<file path="src/rtl/rng_bit_collector.sv">
// rng_bit_collector
//   Transmitter end of the collector->CRNGT word interface in the TRNG datapath.
//   The raw ring-oscillator bit is synchronised, sampled once every
//   max(sample_cnt,1) enabled clocks, packed MSB-first into 16-bit words and
//   queued in a small FIFO whose head is presented to the CRNGT stage.
//
// Ports
//   rng_clk               in   TRNG clock
//   rst_n                 in   asynchronous active-low reset (clears everything)
//   rnd_src_en            in   random source enable; 0 freezes sampling
//   rnd_bit               in   raw ROSC output, asynchronous to rng_clk
//   sample_cnt            in   clocks between samples (0 treated as 1), read live
//   rst_trng_logic        in   synchronous soft clear (not the synchroniser)
//   crngt_collector_rd    in   CRNGT pops the FIFO head this cycle
//   collector_crngt_data  out  FIFO head word, 0 when empty
//   collector_valid       out  FIFO not empty
//   collector_overflow    out  sticky: a completed word was dropped
module rng_bit_collector #(
  parameter int unsigned SAMPLE_W   = 16,
  parameter int unsigned FIFO_DEPTH = 2
) (
  input  logic                rng_clk,
  input  logic                rst_n,
  input  logic                rnd_src_en,
  input  logic                rnd_bit,
  input  logic [SAMPLE_W-1:0] sample_cnt,
  input  logic                rst_trng_logic,
  input  logic                crngt_collector_rd,
  output logic [15:0]         collector_crngt_data,
  output logic                collector_valid,
  output logic                collector_overflow
);

  localparam int unsigned PTR_W = (FIFO_DEPTH > 1) ? $clog2(FIFO_DEPTH) : 1;

  // Synchroniser
  logic r_sync1;
  logic r_sync2;

  // Decimation counter
  logic [SAMPLE_W-1:0] r_cnt;
  logic [SAMPLE_W-1:0] w_limit_m1;
  logic                w_tick;
  logic                w_cnt_over;

  // Packing: only the 15 most recent samples need storing; the 16th comes
  // straight from the synchroniser when the word is pushed.
  logic [14:0] r_shift;
  logic [3:0]  r_bit_cnt;
  logic [15:0] w_word;
  logic        w_push;

  // FIFO
  logic [15:0]    r_mem [FIFO_DEPTH];
  logic [PTR_W:0] r_wr_ptr;
  logic [PTR_W:0] r_rd_ptr;
  logic [PTR_W:0] w_level;
  logic           w_empty;
  logic           w_full;
  logic           w_pop;
  logic           w_accept;
  logic           r_overflow;

  always_ff @(posedge rng_clk or negedge rst_n) begin
    if (!rst_n) begin
      r_sync1 <= 1'b0;
      r_sync2 <= 1'b0;
    end else begin
      r_sync1 <= rnd_bit;
      r_sync2 <= r_sync1;
    end
  end

  always_comb begin
    w_limit_m1 = (sample_cnt == '0) ? '0 : sample_cnt - SAMPLE_W'(1);
    w_tick     = rnd_src_en & (r_cnt == w_limit_m1);
    // A live reduction of sample_cnt can leave the counter beyond the new
    // limit; it then wraps to 0 on the next enabled cycle without a tick.
    w_cnt_over = (r_cnt > w_limit_m1);
  end

  always_comb begin
    w_word   = {r_shift, r_sync2};
    w_push   = w_tick & (r_bit_cnt == 4'd15);
    w_level  = r_wr_ptr - r_rd_ptr;
    w_empty  = (r_wr_ptr == r_rd_ptr);
    w_full   = (w_level == (PTR_W + 1)'(FIFO_DEPTH));
    w_pop    = crngt_collector_rd & ~w_empty;
    // When full, a simultaneous pop frees the slot the push lands in.
    w_accept = w_push & (~w_full | w_pop);
  end

  always_ff @(posedge rng_clk or negedge rst_n) begin
    if (!rst_n) begin
      r_cnt     <= '0;
      r_shift   <= '0;
      r_bit_cnt <= '0;
    end else if (rst_trng_logic) begin
      r_cnt     <= '0;
      r_shift   <= '0;
      r_bit_cnt <= '0;
    end else if (rnd_src_en) begin
      if (w_tick || w_cnt_over) begin
        r_cnt <= '0;
      end else begin
        r_cnt <= r_cnt + SAMPLE_W'(1);
      end
      if (w_tick) begin
        r_shift   <= w_word[14:0];
        r_bit_cnt <= r_bit_cnt + 4'd1;
      end
    end
  end

  always_ff @(posedge rng_clk or negedge rst_n) begin
    if (!rst_n) begin
      r_wr_ptr   <= '0;
      r_rd_ptr   <= '0;
      r_overflow <= 1'b0;
    end else if (rst_trng_logic) begin
      r_wr_ptr   <= '0;
      r_rd_ptr   <= '0;
      r_overflow <= 1'b0;
    end else begin
      if (w_pop) begin
        r_rd_ptr <= r_rd_ptr + (PTR_W + 1)'(1);
      end
      if (w_accept) begin
        r_wr_ptr <= r_wr_ptr + (PTR_W + 1)'(1);
      end
      if (w_push && !w_accept) begin
        r_overflow <= 1'b1;
      end
    end
  end

  // Storage needs no reset: it is only observed through a non-empty head.
  always_ff @(posedge rng_clk) begin
    if (!rst_trng_logic && w_accept) begin
      r_mem[r_wr_ptr[PTR_W-1:0]] <= w_word;
    end
  end

  always_comb begin
    collector_valid      = ~w_empty;
    collector_crngt_data = w_empty ? '0 : r_mem[r_rd_ptr[PTR_W-1:0]];
    collector_overflow   = r_overflow;
  end

endmodule

</file>
<file path="config.mk">
export PLATFORM = sky130hd
export DESIGN_NAME = rng_bit_collector
export DESIGN_NICKNAME = d
export VERILOG_FILES = /design/src/rtl/rng_bit_collector.sv
export SDC_FILE = /design/constraint.sdc
export NUM_CORES = 1
export LEC_CHECK = 0
export BUFFER_PORTS_ARGS = -buffer_cell sky130_fd_sc_hd__buf_2
export CAP_MARGIN = 20
export CELL_PAD_IN_SITES_DETAIL_PLACEMENT = 0
export CELL_PAD_IN_SITES_GLOBAL_PLACEMENT = 1
export CORE_MARGIN = 2
export CORE_UTILIZATION = 44
export CTS_BUF_LIST = sky130_fd_sc_hd__clkbuf_8
export CTS_CLUSTER_DIAMETER = 80
export DETAILED_ROUTE_END_ITERATION = 10
export PLACE_DENSITY = 0.76
export SYNTH_ARGS = -nofsm -noshare
export SYNTH_HDL_FRONTEND = slang
export SYNTH_SLANG_ARGS = --single-unit
</file>
<file path="constraint.sdc">
create_clock -name rng_clk -period 3.35 [get_ports rng_clk]
set_input_delay 0.67 -clock rng_clk [delete_from_list [all_inputs] [get_ports rng_clk]]
set_output_delay 0.67 -clock rng_clk [all_outputs]
set_load 0.005 [all_outputs]
</file>
==> metrics.yaml, run 1 <==
violations: "negative setup slack"
vias: 3072
root_buffer: "clkbuf_8"
wire_per_inst_um: 15.5
cp.arrival_ps: 3800
power_leakage_nw: 2.40
dr.first_iter.drc_count: 131
status: "finished with violations"
fmax_ghz: 0.267
synth_top_area_share_pct: 25.8
nets: 502
die_h_um: 100
synthToLayoutAreaGrowth_pct: 33.1
yosys_warnings: 0
synthArstFlopShare_pct: 56.8
synth_top_flop_cell: "dfrtp_1"
grt_max_degree: 43
cp_data_required_time_ps: 3400
slew_headroom_pct: 26.4
ios: 40
fillers: 787
ys_seq_area_share_pct: 49.5
clk_latency_ps: 340
cts_buffers: 9
timing.final.ws_setup_ps: -391
final_area_mm2: 0.00541
crit_type: "input port to flop"
gp_congestion: 0.792
io_buffers: 39
hold_viol: 0
synth_edf_count: 32
worst_pin_slew_ps: 1100
final-setup-viol-count: 68
synth_cell_types: 58
drv_cap: 0
start_util_pct: 44.7
drv_slew: 0
worstSetupEndpointType: "flop"
synth.avg_cell_area_um2: 11.1
drc: 0
cts_buffer_depth: 2
skew_ps: 9.32
dieArea_mm2: 0.0100
post-route-period-util_pct: 112
drive_gt1_share_pct: 36.3
hpwlAfterDp_mm: 5.58
peakVddDrop_uv: 229
clkSlewWorstSetupHoldPaths_ps: 80
p_per_area_mw_per_mm2: 332
synth_top_cell_by_area: "dfrtp_1"
dp_slack_ps: -777
rsz0062_at_grt: "true"
dpl-instance-area_mm2: 0.00472
grtUsageTotal_pct: 18.4
netlist_instances: 365
antenna_cells: 0
synth_area_leaders: "dfrtp_1 (26%), edfxtp_1 (24%), mux2i_1 (8.6%)"
dr.pass1.iters: 4
ys_seq_elements: 74
die_w_um: 100
grt_first_pass_wirelength_mm: 14.6
synth.net_count: 406
antenna_left: 0
coreArea_mm2: 0.00911
rows: 35
min_path_type: "input port to async pin"
grt_overflow: 0
first_global_vias: 2932
min_period_ps: 3740
wirelength_mm: 8.92
via_per_inst: 5.32
ctsHtreeMaxLevel: 3
antenna_found_initial: 0
worstPathMaxFanout: 16
syn_area_mm2: 0.00407
cts.sinks: 74
cts_tree: "built"
critPathLaunchType: "input port"
power_mw: 1.80
hold_ws_ps: 200
==> cells by family after synthesis <==
kind of cell / after synthesis / share of synthesized area (%)
adder cells (fa/ha/maj): 19 / 5.84
AND/OR/NAND/NOR: 147 / 19.5
flip-flops: 74 / 49.5
multiplexers: 36 / 8.98
buffers and inverters: 22 / 2.46
XOR/XNOR: 17 / 3.66
AO/OA/AOI/OAI: 50 / 10.1
==> worst max-delay path: stages <==
cell	delay, ps
buf_8	110
inv_12	40
ha_4	120
or4b_4	480
nor3_4	270
nand2_2	120
nor4_4	150
mux2i_1	110
ha_1	340
nand4_4	130
nor4_4	360
nand3_2	120
or3_4	410
nor3_4	160
buf_12	180
==> routing by layer <==
layer,wire [um],track usage (%),share of wire (%),vias to the layer above
met5,0,0,0,-
met4,42,3.48,0.47,0
met3,279,3.76,3.1,4
met2,4510,30.0,51,46
met1,4090,25.9,46,1498
li1,-,-,-,1524
==> power by group <==
part           internal, mW  switching [mW]
sequential            0.944         0.00452
clock                 0.343           0.337
combinational        0.0780          0.0916
==> flip-flops by register name, indices dropped and copies added, names as in the netlist <==
register / cells
collector_overflow: 1
r_bit_cnt: 4
r_cnt: 16
r_mem: 32
r_rd_ptr: 2
r_shift: 15
r_sync1: 1
r_sync2: 1
r_wr_ptr: 2
==> cells in the mapped netlist (all sizes together), types with 7 or more instances <==
master,n
a21oi,7
and2,8
clkbuf,7
dfrtp,42
edfxtp,32
ha,19
inv,9
mux2i,35
nand2,33
nand3,11
nand4,8
nor2,48
nor3,8
o21ai,13
or3,7
xnor2,8
xor2,9
==> worst paths after layout <==
| path | start | endpoint | slack, ps | cells after the start |
|---|---|---|---|---|
| max | sample_cnt[1] | r_mem[1][10] | -390 | 15 |
| min | rst_n | r_shift[0] | 200 | 1 |
| max reg2reg | r_cnt[10] | r_mem[1][10] | 810 | 7 |
| min reg2reg | r_sync1 | r_sync2 | 350 | 0 |
| max in group asynchronous | rst_n | r_cnt[6] | 2680 | 2 |
| min in group rng_clk | r_sync1 | r_sync2 | 350 | 0 |
==> layout make-up <==
type                       instances  area [um2]  share of cell area (%)
clock buffer                       9         124                    2.29
clock inverter                     7        68.8                    1.27
inverter                           9        51.3                   0.948
multi-input combinational        271        2280                    42.1
sequential                        74        2010                    37.2
tap                              111         139                    2.57
timing repair buffer              96         742                    13.7
==> cells in the final DEF, fill, tap and decap left out, types with 7 or more instances in the layout <==
master,n
buf_4,37
ha_1,15
nor2_1,48
and2_1,8
inv_1,8
mux2i_1,35
nand2_1,30
buf_6,15
nand3_1,7
edfxtp_1,32
clkbuf_8,9
xnor2_1,8
xor2_1,8
dfrtp_1,42
buf_2,38
==> stage by stage <==
stage / setup TNS [ps] / cells / utilization, %
after detailed placement: -42070 / 541 / 51.8
after global routing: -29260 / 577 / 59.4
after CTS: -10590 / 570 / 57.4
after global placement: -36900 / 541 / 51.8
after floorplan: -30020 / 365 / -
final: -18950 / 577 / 59.4
==> repair_timing <==
action / 4_1_cts / 5_1_grt
pin swaps: 18 / 24
resized for setup: 35 / 33
endpoints found under the setup margin: 67 / 67
cloned: 6 / 1
hold buffers: 0 / 0
setup buffers: 7 / 14
(Power assumes the default switching activity.)
==> run 2: changes to the inputs <==
--- a/config.mk
+++ b/config.mk
@@ -5,7 +5,7 @@
 export SDC_FILE = /design/constraint.sdc
 export NUM_CORES = 1
 export LEC_CHECK = 0
-export BUFFER_PORTS_ARGS = -buffer_cell sky130_fd_sc_hd__buf_2
+export BUFFER_PORTS_ARGS = -buffer_cell sky130_fd_sc_hd__buf_4
 export CAP_MARGIN = 20
 export CELL_PAD_IN_SITES_DETAIL_PLACEMENT = 0
 export CELL_PAD_IN_SITES_GLOBAL_PLACEMENT = 1
@@ -14,7 +14,8 @@
 export CTS_BUF_LIST = sky130_fd_sc_hd__clkbuf_8
 export CTS_CLUSTER_DIAMETER = 80
 export DETAILED_ROUTE_END_ITERATION = 10
-export PLACE_DENSITY = 0.76
+export PLACE_DENSITY = 0.84
+export RECOVER_POWER = 100
 export SYNTH_ARGS = -nofsm -noshare
 export SYNTH_HDL_FRONTEND = slang
 export SYNTH_SLANG_ARGS = --single-unit
==> run 2 against run 1 <==
Against the previous run:
- the run ends with max-capacitance violations, max-slew violations, negative setup slack left
- combinational power is 4% higher
- highest routed layer unchanged
- clock power is 15% higher
- largest power group unchanged
- final cell count stayed put
- flip-flop and latch count stayed put
- register-to-register slack better by 30 ps
- via count is 2.1% higher
- worst hold slack better by 150 ps
- setup slack better by 130 ps
- global-route usage is 0.14 points higher
- non-clock buffer count stayed put
- critical path depth is 1 higher
==> metrics.yaml, run 2 (synthesized netlist as in run 1, its figures left out) <==
status: "finished with violations"  # unchanged
violations: "max-capacitance violations, max-slew violations, negative setup slack"  # was negative setup slack
coreArea_mm2: 0.00911  # unchanged
ctsHtreeMaxLevel: 3  # unchanged
power_mw: 1.90  # was 1.80 mW
wire_per_inst_um: 16.4  # was 15.5 um
cts.sinks: 74  # unchanged
ios: 40  # unchanged
path_cells: "buf_12 > inv_12 > ha_4 > or4b_4 > nor3_4 > buf_6 > nand3_2 > buf_6 > nand2_1 > ha_4 > nand4_4 > nor4_4 > nand3_2 > or3_4 > nor3_4 > buf_6"  # was buf_8 > inv_12 > ha_4 > or4b_4 > nor3_4 > nand2_2 > nor4_4 > mux2i_1 > ha_1 > nand4_4 > nor4_4 > nand3_2 > or3_4 > nor3_4 > buf_12
timing.final.ws_setup_ps: -265  # was -391 ps
worstSetupEndpointType: "flop"  # unchanged
largest_reg_flops: 32  # unchanged
numPlacedInstances: 540  # was 541
cts_buffers: 9  # unchanged
synthToLayoutAreaGrowth_pct: 37.4  # was 33.1%
peakVddDrop_uv: 191  # was 229 uV
final-setup-viol-count: 57  # was 68
hold_viol: 0  # unchanged
worstPathMaxFanout: 8  # was 16
first_global_vias: 2954  # was 2932
cts_buffer_depth: 2  # unchanged
dr.first_iter.drc_count: 157  # was 131
layout_common_cells: "buf_4 (55), nor2_1 (47), dfrtp_1 (42)"  # was nor2_1 (48), dfrtp_1 (42), buf_2 (38)
min_path_type: "flop to flop"  # was input port to async pin
grt_max_degree: 43  # unchanged
crit_path_end: "r_mem[0][0]"  # was r_mem[1][10]
critPathLaunchType: "input port"  # unchanged
rsz0062_at_grt: "true"  # unchanged
vias: 3137  # was 3072
final_area_mm2: 0.00559  # was 0.00541 mm2
antenna_cells: 0  # unchanged
worst_pin_slew_ps: 2300  # was 1100 ps
rr_worst_depth: 7  # unchanged
slowest_stage: "or4b_4"  # unchanged
grtUsageTotal_pct: 18.6  # was 18.4%
reg2reg_slack_ps: 840  # was 810 ps
cp_data_required_time_ps: 3420  # was 3400 ps
p_per_area_mw_per_mm2: 341  # was 332 mW/mm2
cp.arrival_ps: 3680  # was 3800 ps
hold_ws_ps: 352  # was 200 ps
slew_headroom_pct: -53.5  # was 26.4%
root_buffer: "clkbuf_8"  # unchanged
critical_path.max_stage_delay_ps: 480  # about the same
grt_first_pass_wirelength_mm: 14.5  # was 14.6 mm
skew_ps: 13.1  # was 9.32 ps
fmax_ghz: 0.277  # was 0.267 GHz
min_period_ps: 3610  # was 3740 ps
dr.pass1.iters: 4  # unchanged
antenna_found_initial: 0  # unchanged
crit_type: "input port to flop"  # unchanged
die_h_um: 100  # unchanged
fin_tns_setup_ps: -9890  # was -18950 ps
hpwlAfterDp_mm: 5.80  # was 5.58 mm
post-route-period-util_pct: 108  # was 112%
layout_commonest_cell: "buf_4"  # was nor2_1
timing.rr.start: "r_cnt[10]"  # unchanged
crit_start: "sample_cnt[1]"  # unchanged
drv_slew: 43  # was 0
crit_top_cell: "buf_6"
io_buffers: 39  # unchanged
fillers: 735  # was 787
drv_cap: 1  # was 0
nets: 502  # unchanged
worstHoldStart: "r_sync1"
drc: 0  # unchanged
dieArea_mm2: 0.0100  # unchanged
clk_latency_ps: 360  # was 340 ps
finalNonFillerCells: 577  # unchanged
grt_overflow: 0  # unchanged
antenna_left: 0  # unchanged
cts_tree: "built"  # unchanged
wirelength_mm: 9.46  # was 8.92 mm
die_w_um: 100  # unchanged
ctsHoldBuffers: 0  # unchanged
gp_congestion: 0.839  # was 0.792
regToRegEndpoint: "r_mem[0][0]"  # was r_mem[1][10]
start_util_pct: 44.7  # unchanged
rows: 35  # unchanged
via_per_inst: 5.44  # was 5.32
drive_gt1_share_pct: 36.7  # was 36.3%
power_leakage_nw: 2.42  # was 2.40 nW
clkSlewWorstSetupHoldPaths_ps: 80  # about the same
dpl-instance-area_mm2: 0.00481  # was 0.00472 mm2
run 2: cell types whose count changed in the layout (fill, tap and decap cells not counted), moves of 3 or more:
cell and change:
buf_4 +18, buf_12 +3, clkbuf_4 +18, a32oi_1 -3, a32oi_2 +3, buf_6 -5, buf_2 -37
run 2: through the flow:
step	util (%)	setup slack (ps)
finish	61.4	-265
global route	61.4	-382
CTS	58.7	-196
detailed placement	52.8	-718
global placement	52.8	-617
floorplan	-	-832
run 2: layout make-up:
cell class                 count  area [um2]  share of cell area [%]
multi-input combinational    271        2300                    41.1
clock buffer                   9         124                    2.22
timing repair buffer          96         863                    15.4
inverter                       9        51.3                   0.918
tap                          111         139                    2.48
sequential                    74        2010                    36.0
clock inverter                 7         101                    1.81
run 2: repair_timing:
item / in CTS / in global routing
resized for setup: 33 / 33
gates cloned: 2 / 4
pin swaps: 13 / 11
setup buffers: 12 / 9
setup endpoints to repair: 51 / 65
run 2: metal layers:
| layer | vias up | track usage (%) | part of all wire, % | routed length, um |
|---|---|---|---|---|
| li1 | 1527 | - | - | - |
| met1 | 1556 | 26.2 | 48 | 4500 |
| met2 | 49 | 29.1 | 49 | 4640 |
| met3 | 5 | 4.67 | 2.9 | 278 |
| met4 | 0 | 4.21 | 0.44 | 42 |
| met5 | - | 0 | 0 | 0 |
run 2: how the worst min path moves through the flow:
stage                           end  slack [ps]  depth (start not counted)
after detailed placement    r_sync2         340                          0
after CTS                 r_cnt[14]         310                          1
final                       r_sync2         350                          0
after global placement      r_sync2         340                          0
after floorplan             r_sync2         330                          0
after global routing        r_sync2         360                          0
run 2: critical path: cells and delay by family:
family                     cells  cell delay (ps)
adders and majority gates      2              280
buffers and inverters          5              640
and+or+nand+nor                9             2080
run 2: report_power, final:
group / leakage [nW] / internal (mW) / switching (mW)
combinational: 1.38 / 0.0809 / 0.0947
sequential: 0.929 / 0.944 / 0.00422
clock: 0.113 / 0.427 / 0.353
==> run 3: changes to the inputs <==
==> constraint.sdc (replaced) <==
create_clock -name rng_clk -period 3.35 [get_ports rng_clk]
set_input_delay 0.5025 -clock rng_clk [delete_from_list [all_inputs] [get_ports rng_clk]]
set_output_delay 0.5025 -clock rng_clk [all_outputs]
set_load 0.005 [all_outputs]
==> run 3 against run 2 <==
Against the previous run:
- the run still ends with max-capacitance violations, max-slew violations, negative setup slack left
- clock skew rose by 4.7 ps
- non-clock buffer count fell by 8
- largest cell class unchanged
- routed wire length down 8.9%
- highest routed layer unchanged
- largest power group unchanged
==> metrics.yaml, run 3 (synthesized netlist as in run 1, its figures left out) <==
crit_path_end: "r_mem[0][15]"  # was r_mem[0][0]
rsz0062_at_grt: "true"  # unchanged
finalNonFillerCells: 567  # was 577
peakVddDrop_uv: 243  # was 191 uV
crit_start: "sample_cnt[1]"  # unchanged
rr_worst_depth: 8  # was 7
cts_buffers: 9  # unchanged
hold_viol: 0  # unchanged
antenna_found_initial: 0  # unchanged
ctsHoldBuffers: 0  # unchanged
path_cells: "buf_12 > inv_12 > ha_4 > or4b_4 > nor3_4 > nand2b_1 > xnor2_1 > nand2_1 > ha_4 > nand4_4 > nor4_4 > nand3_2 > or3_4 > nor3_4 > buf_6 > buf_16"  # was buf_12 > inv_12 > ha_4 > or4b_4 > nor3_4 > buf_6 > nand3_2 > buf_6 > nand2_1 > ha_4 > nand4_4 > nor4_4 > nand3_2 > or3_4 > nor3_4 > buf_6
min_path_type: "input port to flop"  # was flop to flop
die_w_um: 100  # unchanged
power_mw: 1.77  # was 1.90 mW
antenna_left: 0  # unchanged
timing.rr.start: "r_cnt[11]"  # was r_cnt[10]
worst_pin_slew_ps: 2270  # was 2300 ps
slew_headroom_pct: -51.7  # was -53.5%
dieArea_mm2: 0.0100  # unchanged
crit_type: "input port to flop"  # unchanged
ios: 40  # unchanged
grt_max_degree: 43  # unchanged
grt_first_pass_wirelength_mm: 13.8  # was 14.5 mm
grtUsageTotal_pct: 17.3  # was 18.6%
wirelength_mm: 8.62  # was 9.46 mm
drc: 0  # unchanged
clkSlewWorstSetupHoldPaths_ps: 80  # about the same
p_per_area_mw_per_mm2: 336  # was 341 mW/mm2
clk_latency_ps: 340  # was 360 ps
die_h_um: 100  # unchanged
power_leakage_nw: 2.32  # was 2.42 nW
drive_gt1_share_pct: 32.0  # was 36.7%
skew_ps: 17.9  # was 13.1 ps
cp_data_required_time_ps: 3420  # about the same
final_util_pct: 57.9  # was 61.4%
reg2reg_slack_ps: 790  # was 840 ps
regToRegEndpoint: "r_mem[0][15]"  # was r_mem[0][0]
antenna_cells: 0  # unchanged
start_util_pct: 44.7  # unchanged
hpwlAfterDp_mm: 5.85  # was 5.80 mm
fillers: 780  # was 735
dr.pass1.iters: 4  # unchanged
vias: 3028  # was 3137
whs_path_depth: 1  # was 0
timing.final.ws_setup_ps: -134  # was -265 ps
first_global_vias: 2881  # was 2954
ctsHtreeMaxLevel: 3  # unchanged
grt_overflow: 0  # unchanged
cp.buffers_inverters: 4  # was 5
final-setup-viol-count: 37  # was 57
crit_family: "simple AND/OR/NAND/NOR gates"  # unchanged
worstPathMaxFanout: 8  # unchanged
post-route-period-util_pct: 104  # was 108%
via_per_inst: 5.34  # was 5.44
critPathLaunchType: "input port"  # unchanged
fmax_ghz: 0.287  # was 0.277 GHz
layout_commonest_cell: "buf_4"  # unchanged
final_area_mm2: 0.00528  # was 0.00559 mm2
layout_common_cells: "buf_4 (56), nor2_1 (48), dfrtp_1 (42)"  # was buf_4 (55), nor2_1 (47), dfrtp_1 (42)
gp_congestion: 0.832  # was 0.839
drv_cap: 1  # unchanged
cts_buffer_depth: 2  # unchanged
dr.first_iter.drc_count: 94  # was 157
slowest_stage: "or4b_4"  # unchanged
nets: 492  # was 502
coreArea_mm2: 0.00911  # unchanged
drv_slew: 43  # unchanged
status: "finished with violations"  # unchanged
violations: "max-capacitance violations, max-slew violations, negative setup slack"  # unchanged
root_buffer: "clkbuf_8"  # unchanged
critical_path_cell_count: 16  # unchanged
wire_per_inst_um: 15.2  # was 16.4 um
critical_path.max_stage_delay_ps: 470  # was 480 ps
io_buffers: 39  # unchanged
cts.sinks: 74  # unchanged
largest_reg_flops: 32  # unchanged
min_period_ps: 3480  # was 3610 ps
cp.arrival_ps: 3550  # was 3680 ps
synthToLayoutAreaGrowth_pct: 29.7  # was 37.4%
rows: 35  # unchanged
worstSetupEndpointType: "flop"  # unchanged
numPlacedInstances: 537  # was 540
dpl-instance-area_mm2: 0.00479  # was 0.00481 mm2
cts_tree: "built"  # unchanged
-- run 3: worst register-to-register path: stages (launching register included) --
cell and delay, ps:
dfrtp_1 480, ha_1 400, nand4_4 120, nor4_4 320, nand3_2 110, or3_4 380, nor3_4 220, buf_6 150
buf_16 120
-- run 3: worst min-delay path by stage --
stage | start | end | slack [ps]
6_report | rnd_bit | r_sync1 | 290
5_1_grt | rnd_bit | r_sync1 | 270
4_1_cts | rst_n | r_cnt[7] | 160
3_5_place_dp | r_sync1 | r_sync2 | 340
3_3_place_gp | r_sync1 | r_sync2 | 340
2_1_floorplan | rst_n | collector_overflow | 210
-- run 3: routing by layer --
layer | vias to the layer above | track usage, % | routed length, um
li1 | 1497 | - | -
met1 | 1466 | 23.7 | 4000
met2 | 63 | 28.0 | 4280
met3 | 2 | 4.11 | 325
met4 | 0 | 4.11 | 14
met5 | - | 0 | 0
-- run 3: per-stage QoR --
stage	setup WS [ps]	TNS [ps]	hold WS (ps)
floorplan	-665	-21010	207
global placement	-458	-20930	337
detailed placement	-541	-26320	336
CTS	-95.2	-1480	158
global route	-250	-7670	269
finish	-134	-2160	294
-- run 3: repair_timing --
action	in CTS	in global routing
endpoints found under the hold margin	0	0
gates cloned	1	1
resized for setup	6	30
pin swaps	1	8
setup endpoints to repair	46	46
buffers inserted	5	8
-- run 3: area by class of cell --
cell class,instances,area (um2),area share (%)
repair buffers,88,748,14.2
clock buffers,9,124,2.35
well taps,111,139,2.63
flip-flops and latches,74,2010,38.1
multi-input cells,269,2130,40.4
clock inverters,7,68.8,1.30
inverters,9,51.3,0.972
-- run 3: report_power, final --
part | total (mW) | internal (mW) | leakage, nW | switching [mW]
logic | 0.158 | 0.0725 | 1.29 | 0.0860
registers | 0.948 | 0.944 | 0.929 | 0.00401
clock network | 0.668 | 0.342 | 0.101 | 0.325
